File: src/rtl/delay_pkg.sv
// Shared helpers for the valid-tagged delay line: tap clamping, occupancy
// popcount and the lane-slicing convention for packed multi-lane beats.
package delay_pkg;

  // Widest valid vector the popcount helper accepts; callers zero-extend.
  localparam int POP_W = 64;

  // Lane k of a packed beat lives at bits [k*DWIDTH +: DWIDTH].
  function automatic int lane_lsb(int lane, int dwidth);
    return lane * dwidth;
  endfunction

  // 0 and anything above max_depth select the deepest tap.
  function automatic int clamp_depth(int depth, int max_depth);
    if (depth >= 1 && depth <= max_depth) begin
      return depth;
    end
    return max_depth;
  endfunction

  function automatic int popcount(logic [POP_W-1:0] v);
    int n;
    n = 0;
    for (int i = 0; i < POP_W; i++) begin
      n = n + int'(v[i]);
    end
    return n;
  endfunction

endpackage

File: src/rtl/delay_stage.sv
// One register stage of the delay line: a packed multi-lane data word plus
// its valid bit, with shift enable, valid flush and async active-low reset.
module delay_stage #(
  parameter int W = 12
) (
  input  logic         clk,
  input  logic         rst,
  input  logic         en,
  input  logic         flush,
  input  logic         valid_d,
  input  logic [W-1:0] data_d,
  output logic         valid_q,
  output logic [W-1:0] data_q
);

  // Data follows en alone so a flushed-and-enabled cycle still shifts the
  // word in; flush only kills the valid bit, and does so even when stalled.
  always_ff @(posedge clk or negedge rst) begin
    if (!rst) begin
      valid_q <= 1'b0;
      data_q  <= '0;
    end else begin
      if (en) begin
        data_q <= data_d;
      end
      if (flush) begin
        valid_q <= 1'b0;
      end else if (en) begin
        valid_q <= valid_d;
      end
    end
  end

endmodule

File: src/rtl/delay_valid_n.sv
// Valid-tagged multi-lane delay line with stall, flush, runtime tap select
// and occupancy count over the stages up to the selected tap.
module delay_valid_n #(
  parameter int DWIDTH    = 12,
  parameter int LANES     = 1,
  parameter int MAX_DEPTH = 3,
  parameter int DEPTH_W   = $clog2(MAX_DEPTH + 1)
) (
  input  logic                    clk,
  input  logic                    rst,
  input  logic                    en_i,
  input  logic                    flush_i,
  input  logic                    valid_i,
  input  logic [LANES*DWIDTH-1:0] data_i,
  input  logic [DEPTH_W-1:0]      depth_i,
  output logic                    valid_o,
  output logic [LANES*DWIDTH-1:0] data_o,
  output logic [DEPTH_W-1:0]      count_o,
  output logic                    empty_o
);

  import delay_pkg::*;

  localparam int W = LANES * DWIDTH;

  // valid_i qualifies data_i for one enabled cycle; there is no ready, the
  // line accepts one beat per enabled cycle and bubbles keep their slot.
  logic [W-1:0]       data_s [MAX_DEPTH+1];
  logic [MAX_DEPTH:0] valid_s;
  logic [POP_W-1:0]   occ_vec;
  int                 eff_depth;

  assign data_s[0]  = data_i;
  assign valid_s[0] = valid_i;

  for (genvar k = 1; k <= MAX_DEPTH; k++) begin : g_stage
    delay_stage #(
      .W (W)
    ) u_stage (
      .clk     (clk),
      .rst     (rst),
      .en      (en_i),
      .flush   (flush_i),
      .valid_d (valid_s[k-1]),
      .data_d  (data_s[k-1]),
      .valid_q (valid_s[k]),
      .data_q  (data_s[k])
    );
  end

  // Outputs come only from stage registers, never from data_i directly.
  always_comb begin
    eff_depth = clamp_depth(int'(depth_i), MAX_DEPTH);
    valid_o   = 1'b0;
    data_o    = '0;
    occ_vec   = '0;
    for (int k = 1; k <= MAX_DEPTH; k++) begin
      if (k == eff_depth) begin
        valid_o = valid_s[k];
        data_o  = data_s[k];
      end
      if (k <= eff_depth) begin
        occ_vec[k-1] = valid_s[k];
      end
    end
    count_o = DEPTH_W'(popcount(occ_vec));
  end

  assign empty_o = (count_o == '0);

endmodule

File: config.mk
export PLATFORM = sky130hd
export DESIGN_NAME = delay_valid_n
export DESIGN_NICKNAME = d
export VERILOG_FILES = /design/src/rtl/delay_pkg.sv /design/src/rtl/delay_stage.sv /design/src/rtl/delay_valid_n.sv
export SDC_FILE = /design/constraint.sdc
export NUM_CORES = 1
export LEC_CHECK = 0
export CORE_MARGIN = 4
export CORE_UTILIZATION = 40
export DETAILED_ROUTE_END_ITERATION = 10
export PLACE_DENSITY_LB_ADDON = 0.08
export SLEW_MARGIN = 10
export SYNTH_ARGS = -nofsm -noshare
export SYNTH_HDL_FRONTEND = slang
export SYNTH_SLANG_ARGS = --single-unit
File: constraint.sdc
create_clock -name clk -period 2.05 [get_ports clk]
set_clock_uncertainty 0.15 [all_clocks]
set_input_delay 0.41 -clock clk [delete_from_list [all_inputs] [get_ports clk]]
set_output_delay 0.41 -clock clk [all_outputs]
set_load 0.02 [all_outputs]
==> flow_metrics.tcl, run 1 <==
set metrics [dict create \
    synth-xor-area-share 0 \
    die_area_sq_um 5940 \
    cts_buffer_depth 2 \
    drtIter0Drc 53 \
    finalPower_w 0.00198 \
    design_area_sq_um 2480 \
    cp_max_fo 2 \
    rows 24 \
    postPlaceCellArea_sq_um 2380 \
    synthMuxAreaShare 0.242 \
    io_buffers 34 \
    post-route-drc-count 0 \
    grt_max_degree 40 \
    cts_setup_buffers 0 \
    cts_made_buffers 5 \
    pwr-share-clk 0.280 \
    sw_frac_of_total 0.273 \
    io_pins 35 \
    antenna_cells 0 \
    tns_ns -0.829 \
    fmax_ghz 0.448 \
    combPwrFrac 0.242 \
    worstSkewPairLatency_ns 0.29 \
    fin_crit_sh 1.09 \
    dpl.hpwl_um 2540 \
    core_sq_um 4470 \
    hold_class "input pin to async pin" \
    root_buffer "clkbuf_8" \
    area_growth_pct 29.8 \
    p_sw_w 0.000540 \
    finalSetupViolCount 6 \
    layout-drive-gt1-share 0.424 \
    slowest_delay_ns 0.46 \
    grt_usage 0.143 \
    cts_tree "done" \
    dieWidth_um 77.1 \
    outcome "finished with violations" \
    fin_nets 220 \
    postRouteAntennaNets 0 \
    reg2reg_from "g_stage[1].u_stage.valid_q$_DFFE_PN0P_" \
    netlist_instances 152 \
    synth-seq-cells 39 \
    first_pass_iters 4 \
    grt_pass1_vias 1385 \
    antenna_found_initial 0 \
    wl_um 3780 \
    tightest_slew_ns 0.235 \
    fin_ws_ns -0.184 \
    synth_top_family_by_area "multiplexers" \
    crit_path_frequent_cell "buf_6" \
    vdd_drop_max_mv 0.453 \
    path_clk_slew_ns 0.07 \
    finalHoldViolCount 0 \
    crit_path_end_kind "primary output" \
    crit_type "input pin to primary output" \
    routed_via_density 5.16 \
    min_period_ns 2.23 \
    die_h_um 77.1 \
    vias 1291 \
    place.gp.congestion 0.736 \
    cts_htree_levels 2 \
    leakagePower_nw 1.08 \
    syn_avg_cell_area_sq_um 12.6 \
    clock_sinks 39 \
    relSlewSlack 0.843 \
    rsz0062_at_grt "yes" \
    required_ns 1.49 \
    yosys.area_share.simple 0.108 \
    overflow 0 \
    grt_pass1_wl_um 6710 \
    start_util 0.426 \
    path_cells "buf_6 -> buf_6 -> ha_4 -> and2_4 -> fa_2 -> nor2_4 -> buf_6" \
    crit_path_start_kind "input pin" \
    pwr-share-seq 0.478 \
    synth-adder-area-share 0.0302 \
    netlist_area_sq_um 1910 \
    slew_viol_final 0 \
    yosys_warnings 0 \
    crit_path_top_delay_cell "fa_2" \
    ys_types 16 \
    synth_nets 175 \
    violations "negative setup slack" \
    startpoint "depth_i[1]" \
    p_int_w 0.00144 \
    worstPathArrival_ns 1.67 \
    wire_per_inst_um 15.1 \
    synth_compound_area_frac 0.0721 \
    power_density_nw_per_um2 800 \
    ys_seq_area_frac 0.511 \
    cap_violations 0 \
]
## path summary, 6_finish.rpt
kind,to,slack (ns),cells past startpoint
setup / recovery,empty_o,-0.18,7
hold / removal,g_stage[1].u_stage.valid_q$_DFFE_PN0P_,0.33,2
setup reg to reg,g_stage[2].u_stage.valid_q$_DFFE_PN0P_,1.10,3
hold reg to reg,g_stage[3].u_stage.data_q[0]$_DFFE_PN0P_,0.36,1
max in group asynchronous,g_stage[1].u_stage.data_q[8]$_DFFE_PN0P_,0.96,3
min in group clk,g_stage[3].u_stage.data_q[0]$_DFFE_PN0P_,0.36,1
## sequential cells by signal (all words and copies together), names as in the netlist
| signal | cells |
|---|---|
| g_stage.u_stage.data_q | 36 |
| g_stage.u_stage.valid_q | 3 |
## layer usage
| metal | track usage | vias to the layer above | wire length, um |
|---|---|---|---|
| met4 | 0.0427 | 0 | 44 |
| met5 | 0 | - | 0 |
| met2 | 0.222 | 25 | 1790 |
| met1 | 0.183 | 635 | 1750 |
| met3 | 0.0562 | 7 | 192 |
| li1 | - | 624 | - |
## layout make-up
cell class / count / area (sq um)
Fill cell: 380 / 2000
Sequential cell: 39 / 976
Multi-Input combinational cell: 102 / 901
Timing Repair Buffer: 47 / 419
Clock buffer: 8 / 100
Tap cell: 52 / 65.1
Inverter: 2 / 15.0
## worst max-delay path: cells and delay by family
family | cells | cell delay (ns)
buffers and inverters | 3 | 0.32
adder cells (fa/ha/maj) | 2 | 0.72
AND/OR/NAND/NOR | 2 | 0.23
## Yosys cell counts (all sizes together)
master | instances | area [sq um]
mux2i | 3 | 30.0
a21boi | 1 | 7.51
nor2b | 14 | 87.6
fa | 1 | 20.0
ha | 3 | 37.5
buf | 9 | 61.3
mux2 | 36 | 432
a21oi | 26 | 130
nand3b | 13 | 97.6
and2 | 1 | 6.26
inv | 2 | 7.51
nor2 | 4 | 15.0
dfrtp | 39 | 976
## logic make-up (layout without fill, tap and decap cells)
family | count (synthesis) | after routing
adders and majority gates | 4 | 4
and+or+nand+nor | 32 | 32
buffers and inverters | 11 | 57
AOI/OAI and AO/OA | 27 | 27
muxes | 39 | 39
DFF | 39 | 39
## cells in the final DEF, fill, tap and decap left out, types with 2 or more instances in the layout
master           synthesis  final
nor2b_1                 14     12
clkdlybuf4s15_2          0      4
nor2b_2                  0      2
clkbuf_2                 0      8
mux2_4                   7      7
buf_4                    0     10
ha_1                     3      2
a21oi_1                 26     25
dfrtp_1                 39     39
mux2i_1                  3      3
nand3b_1                13     13
mux2_2                  29     29
nor2_1                   4      3
buf_6                    1      7
clkdlybuf4s50_1          0     14
buf_2                    7      2
clkbuf_8                 0      7
## through the flow
stage,hold slack [ns],cells,worst slack [ns],util
5_1_grt,0.333,250,-0.222,0.553
4_1_cts,0.322,250,-0.226,0.556
6_report,0.328,250,-0.184,0.553
3_3_place_gp,0.101,241,-1.12,0.532
3_5_place_dp,0.101,241,-1.14,0.532
2_1_floorplan,-0.0356,152,-0.154,-
## power groups by stage
stage,sequential (W),combinational (W),clock [W]
2_1_floorplan,0.000940,0.000318,0
3_3_place_gp,0.000951,0.000499,0
3_5_place_dp,0.000961,0.000510,0
4_1_cts,0.000946,0.000487,0.000581
5_1_grt,0.000961,0.000523,0.000618
6_report,0.000946,0.000479,0.000555
## what timing repair did
action | in CTS | in global routing
pin swaps | 3 | 2
gates cloned | 0 | 0
resized for setup | 46 | 29
setup endpoints to repair | 16 | 16
hold endpoints to repair | 5 | 0
hold buffers | 1 | 0
Note: power is estimated with default switching activity, not from simulation.
==> run 2, diff against run 1 <==
Settings changed: GPL_TIMING_DRIVEN set to 0.
==> run 2 against run 1 <==
The run still ends with negative setup slack left. Wire length up 17%. Critical path depth did not move. Worst hold slack got worse by 0.030 ns. Highest routed layer unchanged.
==> flow_metrics.tcl, run 2 (synthesized netlist as in run 1, its figures left out) <==
set metrics [dict create \
    p_int_w 0.00148 \
    min_from "en_i" \
    fillers 370 \
    p_sw_w 0.000567 \
    fin_nets 223 \
    worstRegToRegCells 1 \
    finalHoldViolCount 0 \
    antenna_found_initial 0 \
    combPwrFrac 0.261 \
    start_util 0.426 \
    crit_path_end_kind "primary output" \
    leakagePower_nw 1.11 \
    grt_usage 0.160 \
    crit_path_start_kind "input pin" \
    layout_common_cells "39 x dfrtp_1, 29 x mux2_2, 23 x a21oi_1" \
    reg2reg_from "g_stage[1].u_stage.data_q[6]$_DFFE_PN0P_" \
    hold_slack_ns 0.298 \
    dpl.hpwl_um 2950 \
    fmax_ghz 0.435 \
    overflow 0 \
    violations "negative setup slack" \
    sw_frac_of_total 0.277 \
    multiInputGateArea_sq_um 903 \
    path_clk_slew_ns 0.07 \
    cp_max_fo 2 \
    io_buffers 33 \
    regArea_sq_um 976 \
    finalSetupViolCount 6 \
    post-route-drc-count 0 \
    drtIter0Drc 55 \
    crit_type "input pin to primary output" \
    tightest_slew_ns 0.438 \
    dieWidth_um 77.1 \
    hold_depth 2 \
    worstSkewPairLatency_ns 0.29 \
    power_density_nw_per_um2 803 \
    wire_per_inst_um 17.4 \
    layout-drive-gt1-share 0.428 \
    outcome "finished with violations" \
    fin_crit_sh 1.12 \
    min_to "g_stage[1].u_stage.data_q[4]$_DFFE_PN0P_" \
    pwr-share-seq 0.464 \
    clock_sinks 39 \
    vias 1358 \
    place.gp.congestion 0.776 \
    routed_via_density 5.37 \
    postRouteAntennaNets 0 \
    worstPathArrival_ns 1.74 \
    fin_ws_ns -0.250 \
    first_pass_iters 4 \
    slew_viol_final 0 \
    grt_pass1_wl_um 7210 \
    grt_max_degree 24 \
    layout_commonest_cell "dfrtp_1" \
    die_area_sq_um 5940 \
    final_core_util 0.570 \
    die_h_um 77.1 \
    pwr-share-clk 0.275 \
    cts_htree_levels 2 \
    relSlewSlack 0.708 \
    grt_pass1_vias 1430 \
    area_growth_pct 33.6 \
    rrSetupSlack_ns 1.11 \
    antenna_cells 0 \
    rows 24 \
    wl_um 4400 \
    core_sq_um 4470 \
    finalPower_w 0.00205 \
    vdd_drop_max_mv 0.396 \
    rsz0062_at_grt "yes" \
    cts_tree "done" \
    io_pins 35 \
    required_ns 1.49 \
    hold_class "input pin to register" \
    root_buffer "clkbuf_8" \
    regMostFlops "g_stage.u_stage.data_q" \
    worstReg2RegEnd "g_stage[2].u_stage.data_q[6]$_DFFE_PN0P_" \
    cts_buffer_depth 2 \
    cap_violations 0 \
    min_period_ns 2.30 \
    reg_top3 "g_stage.u_stage.data_q (36), g_stage.u_stage.valid_q (3)" \
    largest_reg_flops 36 \
    cts_made_buffers 5 \
]
run 2: repair_timing:
action                     in CTS  in global routing
pin swaps                       4                  4
gates resized for setup        97                  8
setup endpoints to repair      16                 16
hold buffers                    1                  0
setup buffers                   6                  0
hold endpoints to repair       16                  0
run 2: stage by stage:
step	std cells	TNS (ns)	instance area (sq um)	setup WS (ns)
floorplan	152	-0.188	1950	-0.154
global placement	237	-37.57	2350	-1.38
detailed placement	238	-16.91	2370	-1.41
CTS	253	-1.00	2520	-0.306
global route	253	-1.18	2550	-0.278
finish	253	-0.714	2550	-0.250
run 2: area by class of cell:
cell class                      instances  area share
Multi-Input combinational cell        102       0.354
Sequential cell                        39       0.383
Tap cell                               52      0.0255
Buffer                                  9      0.0393
Inverter                                2     0.00589
Timing Repair Buffer                   41       0.153
Clock buffer                            8      0.0393
run 2: power by group through the flow:
stage | registers [W] | logic, W | clock network, W
2_1_floorplan | 0.000940 | 0.000318 | 0
3_3_place_gp | 0.000954 | 0.000505 | 0
3_5_place_dp | 0.000962 | 0.000521 | 0
4_1_cts | 0.000948 | 0.000530 | 0.000577
5_1_grt | 0.000964 | 0.000579 | 0.000612
6_report | 0.000949 | 0.000535 | 0.000563
run 2: layer usage:
layer / up-vias / wire [um] / share of wire / GRT usage
met4: 0 / 45 / 0.010 / 0.0427
met1: 677 / 1840 / 0.42 / 0.195
met2: 42 / 2240 / 0.51 / 0.270
met3: 5 / 272 / 0.062 / 0.0539
met5: - / 0 / 0 / 0
li1: 634 / - / - / -
run 2: how the worst max path moves through the flow:
stage	start	end	cells past startpoint
after CTS	depth_i[0]	empty_o	8
after detailed placement	depth_i[0]	empty_o	8
after global routing	depth_i[0]	empty_o	8
after global placement	depth_i[0]	empty_o	8
after floorplan	depth_i[0]	empty_o	6
final	depth_i[1]	empty_o	7
run 2: critical path: stages:
cell	delay, ns
buf_6	0.10
ha_4	0.25
buf_8	0.12
and2_4	0.13
fa_2	0.56
nor2_4	0.05
buf_6	0.12
==> patch 1, RTL diff (config.mk and constraints of run 2) <==
Put a register stage on the output `count_o`. The value now appears one clock later. The other outputs are not delayed to match.
--- a/src/rtl/delay_valid_n.sv
+++ b/src/rtl/delay_valid_n.sv
@@ -22,6 +22,8 @@
   import delay_pkg::*;
 
   localparam int W = LANES * DWIDTH;
+
+  logic [DEPTH_W-1:0] count_d;
 
   // valid_i qualifies data_i for one enabled cycle; there is no ready, the
   // line accepts one beat per enabled cycle and bubbles keep their slot.
@@ -63,10 +65,14 @@
         occ_vec[k-1] = valid_s[k];
       end
     end
-    count_o = DEPTH_W'(popcount(occ_vec));
+    count_d = DEPTH_W'(popcount(occ_vec));
   end
 
-  assign empty_o = (count_o == '0);
+  assign empty_o = (count_d == '0);
+
+  always_ff @(posedge clk) begin
+    count_o <= count_d;
+  end
 
 endmodule
 
Formal check against the unedited RTL: not equivalent (Yosys sat finds a counterexample within 4 cycles, from zero or initial values and one cycle with rst low).
==> patch 1 against run 2 <==
  * Setup slack improved by 0.00077 ns
  * Total power rose by 2.2%
  * Non-clock buffer count did not move
  * Clock power fell by 8.5%
  * Cell area rose by 5.0%
  * The run still ends with negative setup slack left
  * Hold slack improved by 0.0070 ns
  * Wire length rose by 6.4%
  * Synthesized area rose by 2.1%
  * Largest cell class unchanged
  * Highest routed layer unchanged
  * Critical endpoint unchanged
  * Sequential cell count rose by 2
==> patch 1: results (changes against run 2) <==
| Metric | Value |
|---|---|
| Status | `finished with violations` |
| Failing checks | `negative setup slack` |
| Multiplexer area fraction after synthesis | `0.237 (-0.00497)` |
| Filler cells | `393 (+6.2%)` |
| Routed len/inst | `17.3 µm (-0.33%)` |
| Hpwl dp | `2.87 mm (-2.8%)` |
| Slack of the critical path | `-0.249 ns (+0.000768 ns)` |
| Ys flop type | `dfrtp_1` |
| # setup viols final | `14 (+8)` |
| Hold WC Path Type | `input port to async pin` |
| Top cells by count, synth | `dfrtp_1 (39), mux2_2 (29), a21oi_1 (26), nor2b_1 (14), nand3b_1 (13)` |
| Dpl ws | `-1.42 ns (-0.00740 ns)` |
| Clk_lat worst skew | `0.29 ns (about the same)` |
| Ys Warns | `0 (unchanged)` |
| Cell Count, Final, Fillers Out | `270 (+6.7%)` |
| CP max-delay cell | `fa_2` |
| Sequential area share after synthesis | `0.522 (+0.0100)` |
| First-pass GRT wire length | `7.33 mm (+1.6%)` |
| Setup Buffers After CTS | `4 (-2)` |
| Synth area leaders | `dfrtp_1 (50%), mux2_2 (17%), a21oi_1 (6.7%)` |
| Gate Count Post-Synth | `154 (+1.3%)` |
| Initial DRT Pass Iterations | `4 (unchanged)` |
| DP Cell Count | `255 (+7.1%)` |
| Clock buffer depth | `2 (unchanged)` |
| VDD IR max | `0.409 mV (+3.2%)` |
| Compound-gate portion of the synthesized area | `0.0706 (-0.00148)` |
| Yosys cell types | `17 (+1)` |
| Worst-path maximum fanout | `3 (+1)` |
| Psw | `609 µW (+7.3%)` |
| Met1 Track Usage GR | `0.193 (-0.00187)` |
| Delay-heaviest family, CP | `adder cells` |
| GRT Overall Usage | `0.157 (-0.00256)` |
| Pin count of the biggest net entering global routing | `38 (+58%)` |
| Post-Syn Nets | `177 (+1.1%)` |
| Clk power | `515 µW (-8.5%)` |
| Setup CP Type | `input port to output port` |
| Adder-cell share of the synthesized area | `0.0295 (-0.000620)` |
| Sequential cell power | `1.00 mW (+5%)` |
| R2r worst-path depth | `2 (+1)` |
| Clock-pin slew on the worst setup and hold paths | `0.07 ns (about the same)` |
| CTS Hold Buffers Added | `1 (unchanged)` |
| Async set-reset flop share out of synthesis | `0.951 (-0.0488)` |
| M3 GR Usage | `0.0418 (-0.0121)` |
| Biggest regs | `g_stage.u_stage.data_q (36), g_stage.u_stage.valid_q (3), count_o (2)` |
| Initial antenna violation count | `0 (unchanged)` |
| Post_cts resized | `91 (-6.2%)` |
| Vias in the first global route | `1435 (+0.35%)` |
| Max incr delay on CP | `0.56 ns (about the same)` |
| Clock root cell | `clkbuf_8` |
| Grt met2 use | `0.265 (-0.00548)` |
| Layout cells sized above 1 | `0.468 (+0.0401)` |
| LEAKAGE | `1.15 nW (+3.0%)` |
| Port bufs | `33 (unchanged)` |
| Final Wtd Congestion | `0.732 (-5.7%)` |
| CP Data Arrival Time | `1.74 ns (about the same)` |
| Slew headroom | `0.825 (+0.118)` |
| DR vias/cell | `5.03 (-6.2%)` |
| DR iter-0 viols | `40 (-27%)` |
| Fin nets | `225 (+0.90%)` |
==> patch 1: cell count changes after synthesis, sizes merged <==
cell          run 2  this run
dfxtp             0         2
==> patch 1: area by class of cell <==
cell class                 instances  share of cell area
timing repair buffer              41               0.153
buffer                             9              0.0374
sequential                        41               0.380
clock buffer                       7              0.0285
tap                               67              0.0313
clock inverter                     1             0.00281
multi-input combinational        102               0.361
inverter                           2             0.00561
==> patch 1: worst reg2reg max path, delay by kind of cell (launching register included) <==
family / cells / cell delay, ns
flops: 1 / 0.42
compound gates: 1 / 0.18
fa+ha+maj: 1 / 0.60
==> patch 1: final timing paths <==
path | startpoint | end | slack (ns)
max reg2reg | g_stage[1].u_stage.valid_q | count_o[0] | 0.64
min in group clk | en_i | g_stage[2].u_stage.data_q[7] | 0.31
max | depth_i[0] | empty_o | -0.25
max in group asynchronous | rst | g_stage[1].u_stage.data_q[1] | 1.06
min reg2reg | g_stage[3].u_stage.data_q[3] | g_stage[3].u_stage.data_q[3] | 0.36
min | rst | g_stage[2].u_stage.valid_q | 0.30
==> patch 1: routing by layer <==
metal  share of wire  wire [µm]  up-vias
met5               0          0        -
met4           0.018         82        0
met3           0.060        279       10
met2            0.49       2320       40
met1            0.43       2000      680
li1                -          -      629
==> patch 1: stage by stage <==
step	power [mW]	TNS [ns]	hold slack [ns]	cell area [µm²]
detailed placement	1.52	-15.47	0.0690	2410
finish	2.09	-1.04	0.305	2680
global placement	1.50	-33.73	0.339	2400
global route	2.19	-1.55	0.300	2680
floorplan	1.30	-0.0869	-0.0356	1980
CTS	2.03	-0.351	0.294	2540
==> patch 1: kinds of logic after synthesis <==
group / Yosys count
fa+ha+maj: 4
flops: 41
buf+inv: 11
simple gates: 32
compound gates: 27
mux: 39
==> patch 2, RTL diff (config.mk and constraints of run 2) <==
Without the edit above. The parameter `MAX_DEPTH` goes from 3 to 6.
--- a/src/rtl/delay_valid_n.sv
+++ b/src/rtl/delay_valid_n.sv
@@ -3,7 +3,7 @@
 module delay_valid_n #(
   parameter int DWIDTH    = 12,
   parameter int LANES     = 1,
-  parameter int MAX_DEPTH = 3,
+  parameter int MAX_DEPTH = 6,
   parameter int DEPTH_W   = $clog2(MAX_DEPTH + 1)
 ) (
   input  logic                    clk,
Ports: changed (resized count_o and depth_i); port bits go from 35 to 37. No check against the original RTL was run, so the function may have changed too.
==> patch 2 against run 2 <==
  * The flow still finishes with violations (negative setup slack)
  * Via count rose by 97%
  * Total power rose by 120%
  * Utilization barely moved
  * Fmax fell by 34%
  * Synthesized area rose by 100%
  * Count of clock-buffer cells in the layout rose by 4
  * Sequential cell count rose by 39
  * Sequential share of layout area fell by 1.4 points
  * Setup slack got worse by 1.2 ns
  * Wire length rose by 130%
  * Cell area rose by 110%
  * Non-clock buffer count rose by 36
  * Critical endpoint is now count_o[1]
  * Largest cell class is now multi-input combinational cells
==> patch 2: results (changes against run 2) <==
| Metric | Value |
|---|---|
| Status | `finished with violations` |
| Sequential area share after synthesis | `0.507 (-0.00416)` |
| Failing checks | `negative setup slack` |
| Power Dens Cells | `870 nW/µm² (+8.3%)` |
| DR iter-0 viols | `108 (+96%)` |
| DP Cell Count | `463 (+95%)` |
| Worst reg2reg startpoint | `g_stage[1].u_stage.valid_q` |
| # setup viols final | `17 (+11)` |
| Comb power frac | `0.245 (-0.016)` |
| R2r worst-path depth | `3 (+2)` |
| Internal | `3.33 mW (+130%)` |
| CP endpoint | `count_o[1]` |
| Critical path startpoint | `depth_i[0]` |
| Top cells by count, synth | `dfrtp_1 (78), mux2_2 (58), nor2_1 (20), mux2i_1 (19), mux2_1 (14)` |
| Slack of the critical path | `-1.44 ns (-1.19 ns)` |
| DR vias/cell | `5.32 (-0.81%)` |
| CTS Buf Count | `9 (+4)` |
| Adder-cell share of the synthesized area | `0.0189 (-0.0113)` |
| Layout cells sized above 1 | `0.495 (+0.0668)` |
| Hold WC Path Type | `input port to async pin` |
| Synth area leaders | `dfrtp_1 (51%), mux2_2 (17%), mux2i_1 (4.9%)` |
| VDD IR max | `0.410 mV (+3.6%)` |
| Filler cells | `791 (+110%)` |
| Total placed instance area | `4430 µm² (+87%)` |
| Clk power | `1.36 mW (+140%)` |
| Compound-gate portion of the synthesized area | `0.0898 (+0.0176)` |
| Hpwl dp | `5.98 mm (+100%)` |
| Slew headroom | `0.696 (-0.0113)` |
## patch 2: cell types whose count changed in the layout (fill, tap and decap cells not counted), moves of 7 or more
cell and delta:
o221ai_2 +10, o21ai_0 +10, buf_6 +12, mux2_1 +14, nor2_4 +9, dfrtp_1 +38
mux2_4 -7, a32o_2 +10, mux2_2 +29, nor2_1 +7, mux2i_1 +8, a21oi_1 -23
## patch 2: metal layers
metal	up-vias	wire (µm)	global-route usage
met1	1361	4720	0.259
met5	-	0	0
met2	65	4630	0.271
met4	0	228	0.0685
li1	1232	-	-
met3	20	399	0.0340
## patch 2: worst reg2reg max path, stage by stage, from the launching register on
cell and delay [ns]:
dfrtp_1 0.41, buf_4 0.15, mux2i_1 0.12, nor2_1 0.06
## patch 2: final cells by class
cell class,count,share of cell area
multi-input cells,193,0.376
flip-flops and latches,78,0.369
repair buffers,61,0.131
plain buffers,25,0.0496
well taps,129,0.0305
clock buffers,12,0.0255
clock inverters,4,0.0180
inverters,1,0.000709
